### src/rtl/ps2_key_ctrl.sv
// PS/2 scancode sequencer: byte FIFO, E0/F0 prefix decode, held-key tracking, valid/ready events.
// Optional set-2 to ASCII lookup on evt_ascii_o when PS2_KEY_ASCII_EN is defined.
module ps2_key_ctrl #(
  parameter int FIFO_DEPTH = 8,
  parameter int CNT_W      = 8
) (
  input  logic             clk_i,
  input  logic             resetn_i,
  input  logic             rx_valid_i,
  input  logic [7:0]       rx_data_i,
  output logic             evt_valid_o,
  input  logic             evt_ready_i,
  output logic [7:0]       evt_code_o,
  output logic             evt_ext_o,
  output logic             evt_release_o,
  output logic             evt_repeat_o,
  output logic [7:0]       evt_ascii_o,
  output logic             held_valid_o,
  output logic [7:0]       held_code_o,
  output logic [CNT_W-1:0] press_count_o,
  output logic             fifo_overflow_o
);

  // state   | meaning
  // IDLE    | no prefix pending
  // EXT     | E0 seen
  // BRK     | F0 seen
  // EXT_BRK | E0 F0 seen
  typedef enum logic [1:0] {IDLE, EXT, BRK, EXT_BRK} state_t;

  localparam int AW = $clog2(FIFO_DEPTH);
  localparam logic [AW:0] DEPTH_C = (AW+1)'(FIFO_DEPTH);

  logic [7:0]  mem_q [FIFO_DEPTH];
  logic [AW-1:0] wr_ptr_q, rd_ptr_q;
  logic [AW:0] count_q, count_d;
  logic        full, empty, consume, push, drop;
  logic [7:0]  byte_head;

  state_t      state_q, state_d;
  logic        emit, emit_ext, emit_rel, match, rep;

  logic        evt_valid_q, evt_ext_q, evt_rel_q, evt_rep_q;
  logic [7:0]  evt_code_q;
  logic        held_valid_q, held_ext_q;
  logic [7:0]  held_code_q;
  logic [CNT_W-1:0] press_cnt_q;
  logic        overflow_q;

  assign full      = (count_q == DEPTH_C);
  assign empty     = (count_q == '0);
  assign consume   = !empty && (!evt_valid_q || evt_ready_i);
  // A pop in the same cycle frees the slot, so a full FIFO still accepts the byte.
  assign push      = rx_valid_i && (!full || consume);
  assign drop      = rx_valid_i && full && !consume;
  assign byte_head = mem_q[rd_ptr_q];

  always_comb begin
    count_d = count_q;
    case ({push, consume})
      2'b10:   count_d = count_q + 1'b1;
      2'b01:   count_d = count_q - 1'b1;
      default: count_d = count_q;
    endcase
  end

  always_ff @(posedge clk_i) begin
    if (push) mem_q[wr_ptr_q] <= rx_data_i;
  end

  always_ff @(posedge clk_i) begin
    if (!resetn_i) begin
      wr_ptr_q   <= '0;
      rd_ptr_q   <= '0;
      count_q    <= '0;
      overflow_q <= 1'b0;
    end else begin
      if (push)    wr_ptr_q <= wr_ptr_q + AW'(1);
      if (consume) rd_ptr_q <= rd_ptr_q + AW'(1);
      count_q <= count_d;
      if (drop) overflow_q <= 1'b1;
    end
  end

  always_ff @(posedge clk_i) begin
    if (!resetn_i) state_q <= IDLE;
    else           state_q <= state_d;
  end

  always_comb begin
    state_d  = state_q;
    emit     = 1'b0;
    emit_ext = 1'b0;
    emit_rel = 1'b0;
    if (consume) begin
      case (state_q)
        IDLE: begin
          if (byte_head == 8'hE0)      state_d = EXT;
          else if (byte_head == 8'hF0) state_d = BRK;
          else                         emit = 1'b1;
        end
        EXT: begin
          if (byte_head == 8'hF0)      state_d = EXT_BRK;
          else if (byte_head == 8'hE0) state_d = EXT;
          else begin
            emit     = 1'b1;
            emit_ext = 1'b1;
            state_d  = IDLE;
          end
        end
        BRK: begin
          state_d = IDLE;
          if (byte_head != 8'hE0 && byte_head != 8'hF0) begin
            emit     = 1'b1;
            emit_rel = 1'b1;
          end
        end
        EXT_BRK: begin
          state_d = IDLE;
          if (byte_head != 8'hE0 && byte_head != 8'hF0) begin
            emit     = 1'b1;
            emit_ext = 1'b1;
            emit_rel = 1'b1;
          end
        end
        default: state_d = IDLE;
      endcase
    end
  end

  assign match = held_valid_q && ({emit_ext, byte_head} == {held_ext_q, held_code_q});
  assign rep   = !emit_rel && match;

  always_ff @(posedge clk_i) begin
    if (!resetn_i) begin
      evt_valid_q  <= 1'b0;
      evt_code_q   <= '0;
      evt_ext_q    <= 1'b0;
      evt_rel_q    <= 1'b0;
      evt_rep_q    <= 1'b0;
      held_valid_q <= 1'b0;
      held_ext_q   <= 1'b0;
      held_code_q  <= '0;
      press_cnt_q  <= '0;
    end else begin
      if (emit) begin
        evt_valid_q <= 1'b1;
        evt_code_q  <= byte_head;
        evt_ext_q   <= emit_ext;
        evt_rel_q   <= emit_rel;
        evt_rep_q   <= rep;
        if (!emit_rel && !match) begin
          press_cnt_q  <= press_cnt_q + 1'b1;
          held_valid_q <= 1'b1;
          held_ext_q   <= emit_ext;
          held_code_q  <= byte_head;
        end else if (emit_rel && match) begin
          held_valid_q <= 1'b0;
          held_ext_q   <= 1'b0;
          held_code_q  <= '0;
        end
      end else if (evt_valid_q && evt_ready_i) begin
        evt_valid_q <= 1'b0;
      end
    end
  end

`ifdef PS2_KEY_ASCII_EN
  logic [7:0] evt_ascii_q;

  function automatic logic [7:0] set2_ascii(input logic [7:0] c);
    case (c)
      8'h1C: return 8'h61; 8'h32: return 8'h62; 8'h21: return 8'h63; 8'h23: return 8'h64;
      8'h24: return 8'h65; 8'h2B: return 8'h66; 8'h34: return 8'h67; 8'h33: return 8'h68;
      8'h43: return 8'h69; 8'h3B: return 8'h6A; 8'h42: return 8'h6B; 8'h4B: return 8'h6C;
      8'h3A: return 8'h6D; 8'h31: return 8'h6E; 8'h44: return 8'h6F; 8'h4D: return 8'h70;
      8'h15: return 8'h71; 8'h2D: return 8'h72; 8'h1B: return 8'h73; 8'h2C: return 8'h74;
      8'h3C: return 8'h75; 8'h2A: return 8'h76; 8'h1D: return 8'h77; 8'h22: return 8'h78;
      8'h35: return 8'h79; 8'h1A: return 8'h7A;
      8'h45: return 8'h30; 8'h16: return 8'h31; 8'h1E: return 8'h32; 8'h26: return 8'h33;
      8'h25: return 8'h34; 8'h2E: return 8'h35; 8'h36: return 8'h36; 8'h3D: return 8'h37;
      8'h3E: return 8'h38; 8'h46: return 8'h39;
      8'h29: return 8'h20; 8'h5A: return 8'h0D;
      default: return 8'h00;
    endcase
  endfunction

  always_ff @(posedge clk_i) begin
    if (!resetn_i)  evt_ascii_q <= '0;
    else if (emit)  evt_ascii_q <= emit_ext ? 8'h00 : set2_ascii(byte_head);
  end

  assign evt_ascii_o = evt_ascii_q;
`else
  assign evt_ascii_o = 8'h00;
`endif

  assign evt_valid_o     = evt_valid_q;
  assign evt_code_o      = evt_code_q;
  assign evt_ext_o       = evt_ext_q;
  assign evt_release_o   = evt_rel_q;
  assign evt_repeat_o    = evt_rep_q;
  assign held_valid_o    = held_valid_q;
  assign held_code_o     = held_code_q;
  assign press_count_o   = press_cnt_q;
  assign fifo_overflow_o = overflow_q;

endmodule

### config.mk
export PLATFORM = sky130hd
export DESIGN_NAME = ps2_key_ctrl
export DESIGN_NICKNAME = d
export VERILOG_FILES = /design/src/rtl/ps2_key_ctrl.sv
export SDC_FILE = /design/constraint.sdc
export NUM_CORES = 1
export LEC_CHECK = 0
export ABC_AREA = 1
export BUFFER_PORTS_ARGS = -buffer_cell sky130_fd_sc_hd__buf_2
export CAP_MARGIN = 25
export CORE_AREA = 10 10 129 131
export DETAILED_ROUTE_END_ITERATION = 10
export DIE_AREA = 0 0 139 141
export PLACE_DENSITY_LB_ADDON = 0.15
export SLEW_MARGIN = 25
export SYNTH_ARGS = -nofsm -noshare
export SYNTH_HDL_FRONTEND = slang
export SYNTH_SLANG_ARGS = --single-unit
### constraint.sdc
create_clock -name clk_i -period 3.2 [get_ports clk_i]
set_clock_uncertainty 0.1 [all_clocks]
set_input_delay 0.16 -clock clk_i [delete_from_list [all_inputs] [get_ports clk_i]]
set_output_delay 0.16 -clock clk_i [all_outputs]
set_load 0.01 [all_outputs]
==> flow_summary_export.csv, run 1 <==
group,metric,value,unit
worst_setup_path,reg2reg_depth,15,
worst_hold_path,hold_class,"primary input to flop",
worst_setup_path,crit_family,"simple AND/OR/NAND/NOR gates",
worst_setup_path,critPathCaptureType,"flop",
logic_synthesis,synth_flop_cell,"edfxtp_1",
grt,grt_pass1_wl,19.51,mm
layout,drive_above_1_share,14.62,%
routing,drtIter0Drc,274,
worst_setup_path,path_max_fanout,37,
logic_synthesis,synth.cell_area,5115,um2
power_and_ir_drop,vdd_ir_drop_max,306.1,uV
logic_synthesis,yosys_warnings,0,
layout,finalNetCount,660,
cts,clk_latency,0.36,ns
power_and_ir_drop,power_frac_comb,37.0,%
sta,tightest_slew,0.8974,ns
routing,drc,0,
logic_synthesis,ys_seq_area_share,55.58,%
floorplan,dieArea,19600,um2
logic_synthesis,synth_edf_count,64,
worst_setup_path,critPathMostFrequentCell,"nor2_1",
floorplan,placementRows,44,
logic_synthesis,ys_seq_elements,110,
routing,wl,11.88,mm
worst_setup_path,slowest_delay,0.35,ns
logic_synthesis,netlist_instances,584,
worst_setup_path,worst_path_max_delay_cell,"dfxtp_1",
grt,grt_start_max_net_pins,38,
floorplan,die_h,141,um
grt,overflow,0,
routing,num_vias,3891,
sta,min_period_over_period,88.48,%
logic_synthesis,synthTopCellsByArea,"edfxtp_1, dfxtp_1, nand2_1, nor2_1, inv_1",
worst_setup_path,cp-start-kind,"flop",
worst_setup_path,arrival,3.01,ns
power_and_ir_drop,leakagePower,2.590,nW
power_and_ir_drop,p_int,3.093,mW
power_and_ir_drop,switching_power,1.870,mW
cts,post_cts_buffers,0,
place,dp_hpwl,8.229,mm
power_and_ir_drop,p_clk_share,26.1,%
logic_synthesis,syn_area_per_cell,8.758,um2
flow_run,drv_cap,0,
power_and_ir_drop,p_seq_share,36.9,%
worst_setup_path,crit_type,"flop to flop",
logic_synthesis,synthArstFlopShare,0,%
logic_synthesis,synth_top_cell_area_share,37.57,%
layout,final_cells,827,
sta,hold_viol_final,0,
worst_setup_path,cp_num_buf_inv,3,
cts,h-tree-depth,3,
worst_setup_path,cp.depth,15,
cts,cts.sinks,110,
logic_synthesis,synth_most_common_cell,"nand2_1",
grt,antenna_found_initial,0,
logic_synthesis,yosysUniqueCellTypes,34,
place,gp_congestion,0.8127,
status,status,"finished, final reports clean",
worst_setup_path,required,3.38,ns
sta,timing.setup.tns,0,ns
grt,grt_use_total,12.40,%
sta,rsz0062_at_grt,"false",
sta,setup_violations,0,
cts,cts.clk_slew.worst_paths,0.07,ns
layout,nFillCells,1379,
cts,cts_tree,"done",
cts,cts_max_path_buffers,2,
grt,grt_pass1_vias,3813,
layout,syn_to_final_growth,16.44,%
floorplan,core,14200,um2
sta,report.final.slew_viol_count,0,
power_and_ir_drop,power_switching_share,37.68,%
worst_setup_path,crit_chain,"buf_12 -> inv_6 -> o21ai_0 -> nand3_1 -> nand2_1 -> o21ai_0 -> nor2_1 -> nand2_1 -> nor2_1 -> nand3_1 -> ha_1 -> buf_4 -> nor2_1 -> nand4_1 -> a21oi_1",
routing,wl_per_cell,14.36,um
power_and_ir_drop,power,4.963,mW
routing,ant_nets,0,
floorplan,pin_count,50,
power_and_ir_drop,power_density,833.3,nW/um2
cts,numCtsBuffers,9,
routing,dr.pass1.iters,5,
logic_synthesis,yosysTopAreaCell,"edfxtp_1",
sta,slew_headroom,39.95,%
layout,n_antenna_cell,0,
routing,viasPerCell,4.705,
floorplan,start_util,36.01,%
logic_synthesis,yosys-top-cells-count,"nand2_1, nor2_1, inv_1, edfxtp_1, dfxtp_1",
cts,root_buffer,"clkbuf_16",
place,dp.cells,803,
floorplan,die_w,139,um
sta,period_minus_slack,2.831,ns
place,port_buffers,41,
sta,max_freq,353.2,MHz
worst_hold_path,hold_depth,1,
[logic make-up after synthesis]
group / after synthesis / synth area share, %
flops: 110 / 55.58
xor+xnor: 8 / 1.370
fa+ha+maj: 10 / 2.593
buf+inv: 105 / 9.736
other cells: 1 / 0.07332
compound gates: 56 / 5.773
simple gates: 294 / 24.88
[sequential cells by signal, indices dropped and copies added (netlist names), named ones only]
name             flops
evt_ext_o            1
evt_code_o           8
press_count_o        8
evt_repeat_o         1
rd_ptr_q             3
held_code_o          8
fifo_overflow_o      1
held_ext_q           1
held_valid_o         1
state_q              2
count_q              4
evt_valid_o          1
mem_q               64
evt_release_o        1
wr_ptr_q             3
[metrics by stage]
stage	hold slack, ns	area, um2	utilization (%)	worst slack [ns]
finish	0.008225	5956	41.93	0.3687
global route	0.02797	5956	41.93	0.03378
CTS	0.006775	5944	41.85	0.2285
detailed placement	0.3259	5519	38.86	0.2799
global placement	0.3121	5519	38.86	0.3460
floorplan	0.1589	5141	-	0.4679
[final cells by class]
cell class	count	area, um2	area share (%)
tap	184	230.2	3.866
clock inverter	7	120.1	2.017
timing repair buffer	68	440.4	7.395
clock buffer	9	225.2	3.782
inverter	73	279.0	4.685
sequential	110	2843	47.73
multi-input combinational	376	1818	30.53
[routing by layer]
layer	vias up	global-route usage, %	wire [um]
li1	1977	-	-
met1	1803	15.19	5557
met2	91	19.66	5450
met3	20	3.561	563
met4	0	5.931	308
met5	-	0	0
[path summary, 6_finish.rpt]
| kind | from | endpoint | slack, ns |
|---|---|---|---|
| worst min register to register | evt_ext_o | evt_ext_o | 0.36 |
| worst min-delay path | rx_data_i[4] | mem_q[0][4] | 0.008 |
| worst max register to register | flop | held_code_o[2] | 0.37 |
| worst max-delay path | flop | held_code_o[2] | 0.37 |
[timing repair]
action | CTS | global route
setup endpoints to repair | 0 | 10
resized for setup | 0 | 2
hold endpoints to repair | 57 | 0
hold buffers | 8 | 0
[cell usage in the layout, fill, tap and decap left out, types with 4 or more instances in the layout]
cell	n
a21oi_1	29
buf_2	41
buf_4	18
clkbuf_16	9
conb_1	8
dfxtp_1	46
dlygate4sd3_1	8
edfxtp_1	64
ha_1	9
inv_1	69
nand2_1	143
nand2_2	4
nand3_1	40
nand4_1	18
nor2_1	79
o21ai_0	21
xnor2_1	5
[power by group through the flow]
stage	registers [mW]	logic (mW)	clock network [mW]
2_1_floorplan	1.88	1.34	0
3_3_place_gp	1.86	1.79	0
3_5_place_dp	1.86	1.83	0
4_1_cts	1.83	1.84	1.33
5_1_grt	1.86	2.10	1.39
6_report	1.83	1.84	1.29
No activity file was read; power rests on OpenSTA's default activity.
==> run 2: changes to the inputs <==
--- a/config.mk
+++ b/config.mk
@@ -12,6 +12,7 @@
 export DETAILED_ROUTE_END_ITERATION = 10
 export DIE_AREA = 0 0 139 141
 export PLACE_DENSITY_LB_ADDON = 0.15
+export REMOVE_ABC_BUFFERS = 1
 export SLEW_MARGIN = 25
 export SYNTH_ARGS = -nofsm -noshare
 export SYNTH_HDL_FRONTEND = slang
==> run 2 against run 1 <==
  * Largest power group unchanged
  * Sequential power is essentially flat
  * Largest cell class unchanged
  * Worst setup slack lost 0.042 ns
  * Clock power down 20%
==> flow_summary_export.csv, run 2 (synthesis gave the netlist of run 1 again) <==
group,metric,value,unit
routing,viasPerCell,4.647,
place,gp_congestion,0.7961,
layout,largest_reg_flops,64,
sta,slew_headroom,42.62,%
status,status,"finished, final reports clean",
cts,cts_max_path_buffers,2,
flow_run,drv_cap,0,
cts,cts_tree,"done",
worst_setup_path,worst_path_max_delay_cell,"dfxtp_2",
worst_setup_path,crit_chain,"inv_6 -> nand2_1 -> nand3_1 -> nand2_1 -> o21ai_1 -> buf_4 -> o21ai_0 -> inv_1 -> nand3_1 -> nor2_1 -> nand3_1 -> ha_1 -> inv_1 -> nand3_2 -> nand2_1 -> a21oi_1",
sta,max_freq,348.1,MHz
layout,layout_commonest_cell,"nand2_1",
worst_setup_path,regToRegEndpoint,"held_code_o[1]",
sta,min_period_over_period,89.78,%
worst_hold_path,hold_class,"primary input to flop",
place,port_buffers,41,
routing,drc,0,
grt,grt_pass1_vias,3572,
layout,most-common-layout-cells,"nand2_1, nor2_1, inv_1, edfxtp_1, dfxtp_1",
worst_setup_path,critPathCaptureType,"flop",
layout,final_cells,828,
worst_hold_path,hold_depth,1,
floorplan,dieArea,19600,um2
routing,dr.pass1.iters,5,
sta,hold_viol_final,0,
sta,report.final.slew_viol_count,0,
worst_hold_path,min_to,"mem_q[1][7]",
worst_setup_path,reg2reg_depth,16,
floorplan,pin_count,50,
layout,drive_above_1_share,14.29,%
cts,cts.clk_slew.worst_paths,0.07,ns
place,dp.cells,805,
routing,drtIter0Drc,364,
floorplan,die_w,139,um
cts,clk_latency,0.35,ns
worst_setup_path,crit_family,"simple AND/OR/NAND/NOR gates",
routing,ant_nets,0,
layout,syn_to_final_growth,15.09,%
place,dp_hpwl,8.179,mm
worst_setup_path,cp-start-kind,"flop",
layout,top_register,"mem_q",
cts,numCtsBuffers,9,
cts,h-tree-depth,3,
grt,overflow,0,
worst_setup_path,worst-r2r-setup-slack,0.33,ns
worst_hold_path,min_from,"rx_data_i[7]",
layout,fin_area,5887,um2
cts,cts.sinks,110,
worst_setup_path,cp_num_buf_inv,4,
routing,wl,12.06,mm
sta,period_minus_slack,2.873,ns
worst_setup_path,crit_type,"flop to flop",
worst_setup_path,path_max_fanout,28,
sta,tightest_slew,0.8598,ns
power_and_ir_drop,vdd_ir_drop_max,297.0,uV
cts,post_cts_buffers,0,
layout,finalNetCount,661,
grt,antenna_found_initial,0,
sta,timing.hold.ws,0.006352,ns
floorplan,core,14200,um2
sta,setup_violations,0,
grt,grt_pass1_wl,19.20,mm
routing,wl_per_cell,14.57,um
grt,grt_start_max_net_pins,33,
worst_setup_path,required,3.30,ns
layout,n_antenna_cell,0,
floorplan,placementRows,44,
cts,root_buffer,"clkbuf_16",
floorplan,start_util,36.01,%
sta,rsz0062_at_grt,"false",
floorplan,die_h,141,um
power_and_ir_drop,leakagePower,2.559,nW
worst_setup_path,arrival,2.97,ns
routing,num_vias,3848,
worst_setup_path,slowest_delay,0.37,ns
grt,grt_use_total,12.18,%
power_and_ir_drop,power_density,805.1,nW/um2
place,place_area,5547,um2
run 2: cell types whose count changed in the layout (fill, tap and decap cells not counted), sizes merged:
cell / previous run / this run
buf: 60 / 62
clkbuf: 9 / 12
dlygate4sd3: 8 / 7
clkinvlp: 1 / 2
inv: 73 / 72
bufinv: 3 / 0
run 2: area by class of cell:
class | count | area (um2)
Clock buffer | 12 | 246.5
Clock inverter | 4 | 22.52
Fill cell | 1418 | 8317
Inverter | 73 | 279.0
Multi-Input combinational cell | 376 | 1807
Sequential cell | 110 | 2844
Tap cell | 184 | 230.2
Timing Repair Buffer | 69 | 457.9
run 2: metrics by stage:
stage / TNS (ns) / worst slack, ns / util, % / power, mW
6_report: 0 / 0.3270 / 41.45 / 4.739
5_1_grt: 0 / 0.008845 / 41.45 / 5.096
4_1_cts: 0 / 0.2516 / 41.44 / 4.788
3_5_place_dp: 0 / 0.2522 / 39.05 / 3.748
3_3_place_gp: 0 / 0.3464 / 39.05 / 3.732
2_1_floorplan: -2.869 / -0.2114 / - / 3.085
run 2: routing by layer:
metal  vias up  GRT usage, %  share of wire [%]
met1      1766         16.00                 48
li1       1982             -                  -
met3        14         2.889                4.6
met4         0         4.448                1.4
met2        86         19.09                 47
met5         -             0                  0
run 2: worst max-delay path by stage:
stage	startpoint	end	slack (ns)	depth (start not counted)
finish	flop	held_code_o[1]	0.33	16
global route	flop	held_ext_q	0.009	17
CTS	flop	held_code_o[1]	0.25	15
detailed placement	flop	held_code_o[7]	0.25	15
global placement	flop	held_code_o[6]	0.35	15
floorplan	count_q[3]	count_q[3]	-0.21	12
run 2: where the power goes:
group	internal (mW)	switching, mW	leakage [nW]
Combinational	0.653	1.21	1.48
Sequential	1.69	0.151	0.960
Clock	0.545	0.487	0.124
Total	2.89	1.85	2.56
run 2: repair_timing:
action | in CTS | in global routing
endpoints found under the setup margin | 0 | 10
resized for setup | 0 | 1
hold buffers | 7 | 0
endpoints found under the hold margin | 49 | 0
==> run 3: changes to the inputs <==
--- a/config.mk
+++ b/config.mk
@@ -11,6 +11,7 @@
 export CORE_AREA = 10 10 129 131
 export DETAILED_ROUTE_END_ITERATION = 10
 export DIE_AREA = 0 0 139 141
+export GPL_ROUTABILITY_DRIVEN = 1
 export PLACE_DENSITY_LB_ADDON = 0.15
 export REMOVE_ABC_BUFFERS = 1
 export SLEW_MARGIN = 25
==> constraint.sdc (replaced) <==
create_clock -name clk_i -period 2.6 [get_ports clk_i]
set_clock_uncertainty 0.1 [all_clocks]
set_input_delay 0.13 -clock clk_i [delete_from_list [all_inputs] [get_ports clk_i]]
set_output_delay 0.13 -clock clk_i [all_outputs]
set_load 0.01 [all_outputs]
==> run 3 against run 2 <==
  * The run now ends with hold timing left
  * Core utilization increased by 4.1 points
  * Largest power group unchanged
  * Register-to-register slack worse by 0.29 ns
  * Die area is the same
  * Flip-flop and latch count is the same
  * Count of clock-buffer cells in the layout decreased by 1
  * Sequential share of layout area is 4.3 points lower
  * Critical path depth stayed put
==> flow_summary_export.csv, run 3 (synthesis gave the netlist of run 1 again) <==
group,metric,value,unit
worst_setup_path,path_max_fanout,8,
floorplan,core,14200,um2
floorplan,start_util,36.01,%
grt,grt_use_total,12.27,%
grt,grt_most_used_layer,"met2",
grt,grt_start_max_net_pins,29,
flow_run,drv_cap,0,
routing,drtIter0Drc,274,
sta,hold_viol_final,1,
status,status,"complete, but fails checks",
place,dp_hpwl,8.276,mm
power_and_ir_drop,power,6.627,mW
sta,rsz0062_at_grt,"true",
floorplan,die_h,141,um
worst_hold_path,hold_class,"primary input to flop",
sta,max_freq,389.6,MHz
worst_setup_path,required,2.77,ns
place,gp_congestion,0.8304,
sta,timing.hold.ws,-0.005036,ns
cts,root_buffer,"clkbuf_16",
sta,slew_headroom,43.56,%
sta,setup_ws,0.03294,ns
cts,cts.clk_slew.worst_paths,0.07,ns
cts,h-tree-depth,3,
grt,grt_pass1_wl,19.37,mm
sta,report.final.slew_viol_count,0,
cts,clk_latency,0.36,ns
cts,cts_max_path_buffers,2,
layout,drive_above_1_share,23.56,%
cts,cts.sinks,110,
layout,finalNetCount,696,
place,port_buffers,41,
cts,numCtsBuffers,9,
worst_setup_path,arrival,2.74,ns
routing,wl,12.39,mm
grt,antenna_found_initial,0,
routing,dr.pass1.iters,5,
layout,layout_commonest_cell,"nand2_1",
layout,nFillCells,1398,
grt,grt_pass1_vias,3841,
routing,viasPerCell,4.724,
sta,period_minus_slack,2.567,ns
routing,num_vias,4077,
place,dp_slack,-0.1365,ns
worst_setup_path,cp-start-kind,"flop",
layout,n_antenna_cell,0,
routing,drc,0,
grt,grtUsageMet2,20.06,%
grt,met3_usage,3.594,%
floorplan,pin_count,50,
floorplan,dieArea,19600,um2
power_and_ir_drop,vdd_ir_drop_max,471.8,uV
worst_setup_path,crit_type,"flop to flop",
sta,min_period_over_period,98.73,%
layout,syn_to_final_growth,26.47,%
sta,setup_violations,0,
power_and_ir_drop,leakagePower,2.806,nW
layout,final_cells,863,
layout,fin_util,45.54,%
worst_setup_path,critPathCaptureType,"flop",
layout,top_register,"mem_q",
layout,most-common-layout-cells,"nand2_1, inv_1, edfxtp_1, nor2_1, dfxtp_1",
layout,largest_reg_flops,64,
status,failed_checks,"hold timing",
place,dp.cells,829,
routing,ant_nets,0,
cts,cts_tree,"done",
floorplan,die_w,139,um
routing,wl_per_cell,14.36,um
grt,overflow,0,
grt,use_met1,14.84,%
sta,tightest_slew,0.8457,ns
power_and_ir_drop,power_density,1025,nW/um2
floorplan,placementRows,44,
==> run 3: changes by cell type in the layout (fill, tap and decap cells not counted), sizes merged <==
cell | before | now
clkinvlp | 2 | 0
clkinv | 3 | 5
bufinv | 0 | 1
nand3 | 43 | 45
buf | 62 | 91
dlygate4sd3 | 7 | 9
bufbuf | 0 | 1
==> run 3: metrics by stage <==
stage          cell area [um2]  setup TNS [ns]
6_report                  6469               0
5_1_grt                   6469          -1.557
4_1_cts                   6230               0
3_5_place_dp              5764          -1.567
3_3_place_gp              5764         -0.8862
2_1_floorplan             4922          -15.97
==> run 3: power breakdown <==
| group | leakage [nW] | internal, mW | total (mW) | switching (mW) |
|---|---|---|---|---|
| combinational | 1.71 | 1.28 | 3.01 | 1.74 |
| sequential | 0.960 | 2.08 | 2.26 | 0.180 |
| clock | 0.141 | 0.743 | 1.35 | 0.606 |
| total | 2.81 | 4.10 | 6.63 | 2.52 |
==> run 3: what timing repair did <==
action	in CTS	in global routing
hold buffers	9	0
pin swaps	4	40
resized for setup	10	53
setup endpoints to repair	18	19
gates cloned	1	3
buffers inserted	2	3
hold endpoints to repair	65	0
==> run 3: area by class of cell <==
type,instances,area [um2],share of cell area (%)
Timing Repair Buffer,102,803.3,12.42
Clock inverter,5,52.55,0.8124
Clock buffer,11,232.7,3.598
Sequential cell,110,2844,43.97
Multi-Input combinational cell,378,2019,31.22
Tap cell,184,230.2,3.559
Inverter,73,286.5,4.429
==> run 3: layer usage <==
metal / wire length [um] / vias to the layer above
li1: - / 2064
met1: 5592 / 1918
met2: 6009 / 76
met3: 503 / 19
met4: 285 / 0
met5: 0 / -
==> run 3: critical path: stages, from the launching register on <==
cell	delay (ns)
dfxtp_2	0.35
buf_4	0.11
bufbuf_16	0.23
nand2_1	0.06
nand3_1	0.10
nand3_1	0.09
nand2_2	0.10
nand2_1	0.09
nor2_4	0.13
nand3_4	0.10
nand4_1	0.15
nand3_2	0.13
ha_4	0.27
buf_12	0.15
nor2_4	0.07
nand4_1	0.07
a21oi_1	0.17
==> run 3: worst paths after layout <==
path | startpoint | endpoint | slack (ns) | depth (start not counted)
setup / recovery | flop | held_code_o[1] | 0.03 | 16
hold / removal | evt_ready_i | evt_valid_o | -0.005 | 4
setup reg to reg | flop | held_code_o[1] | 0.03 | 16
hold reg to reg | evt_release_o | evt_release_o | 0.36 | 2
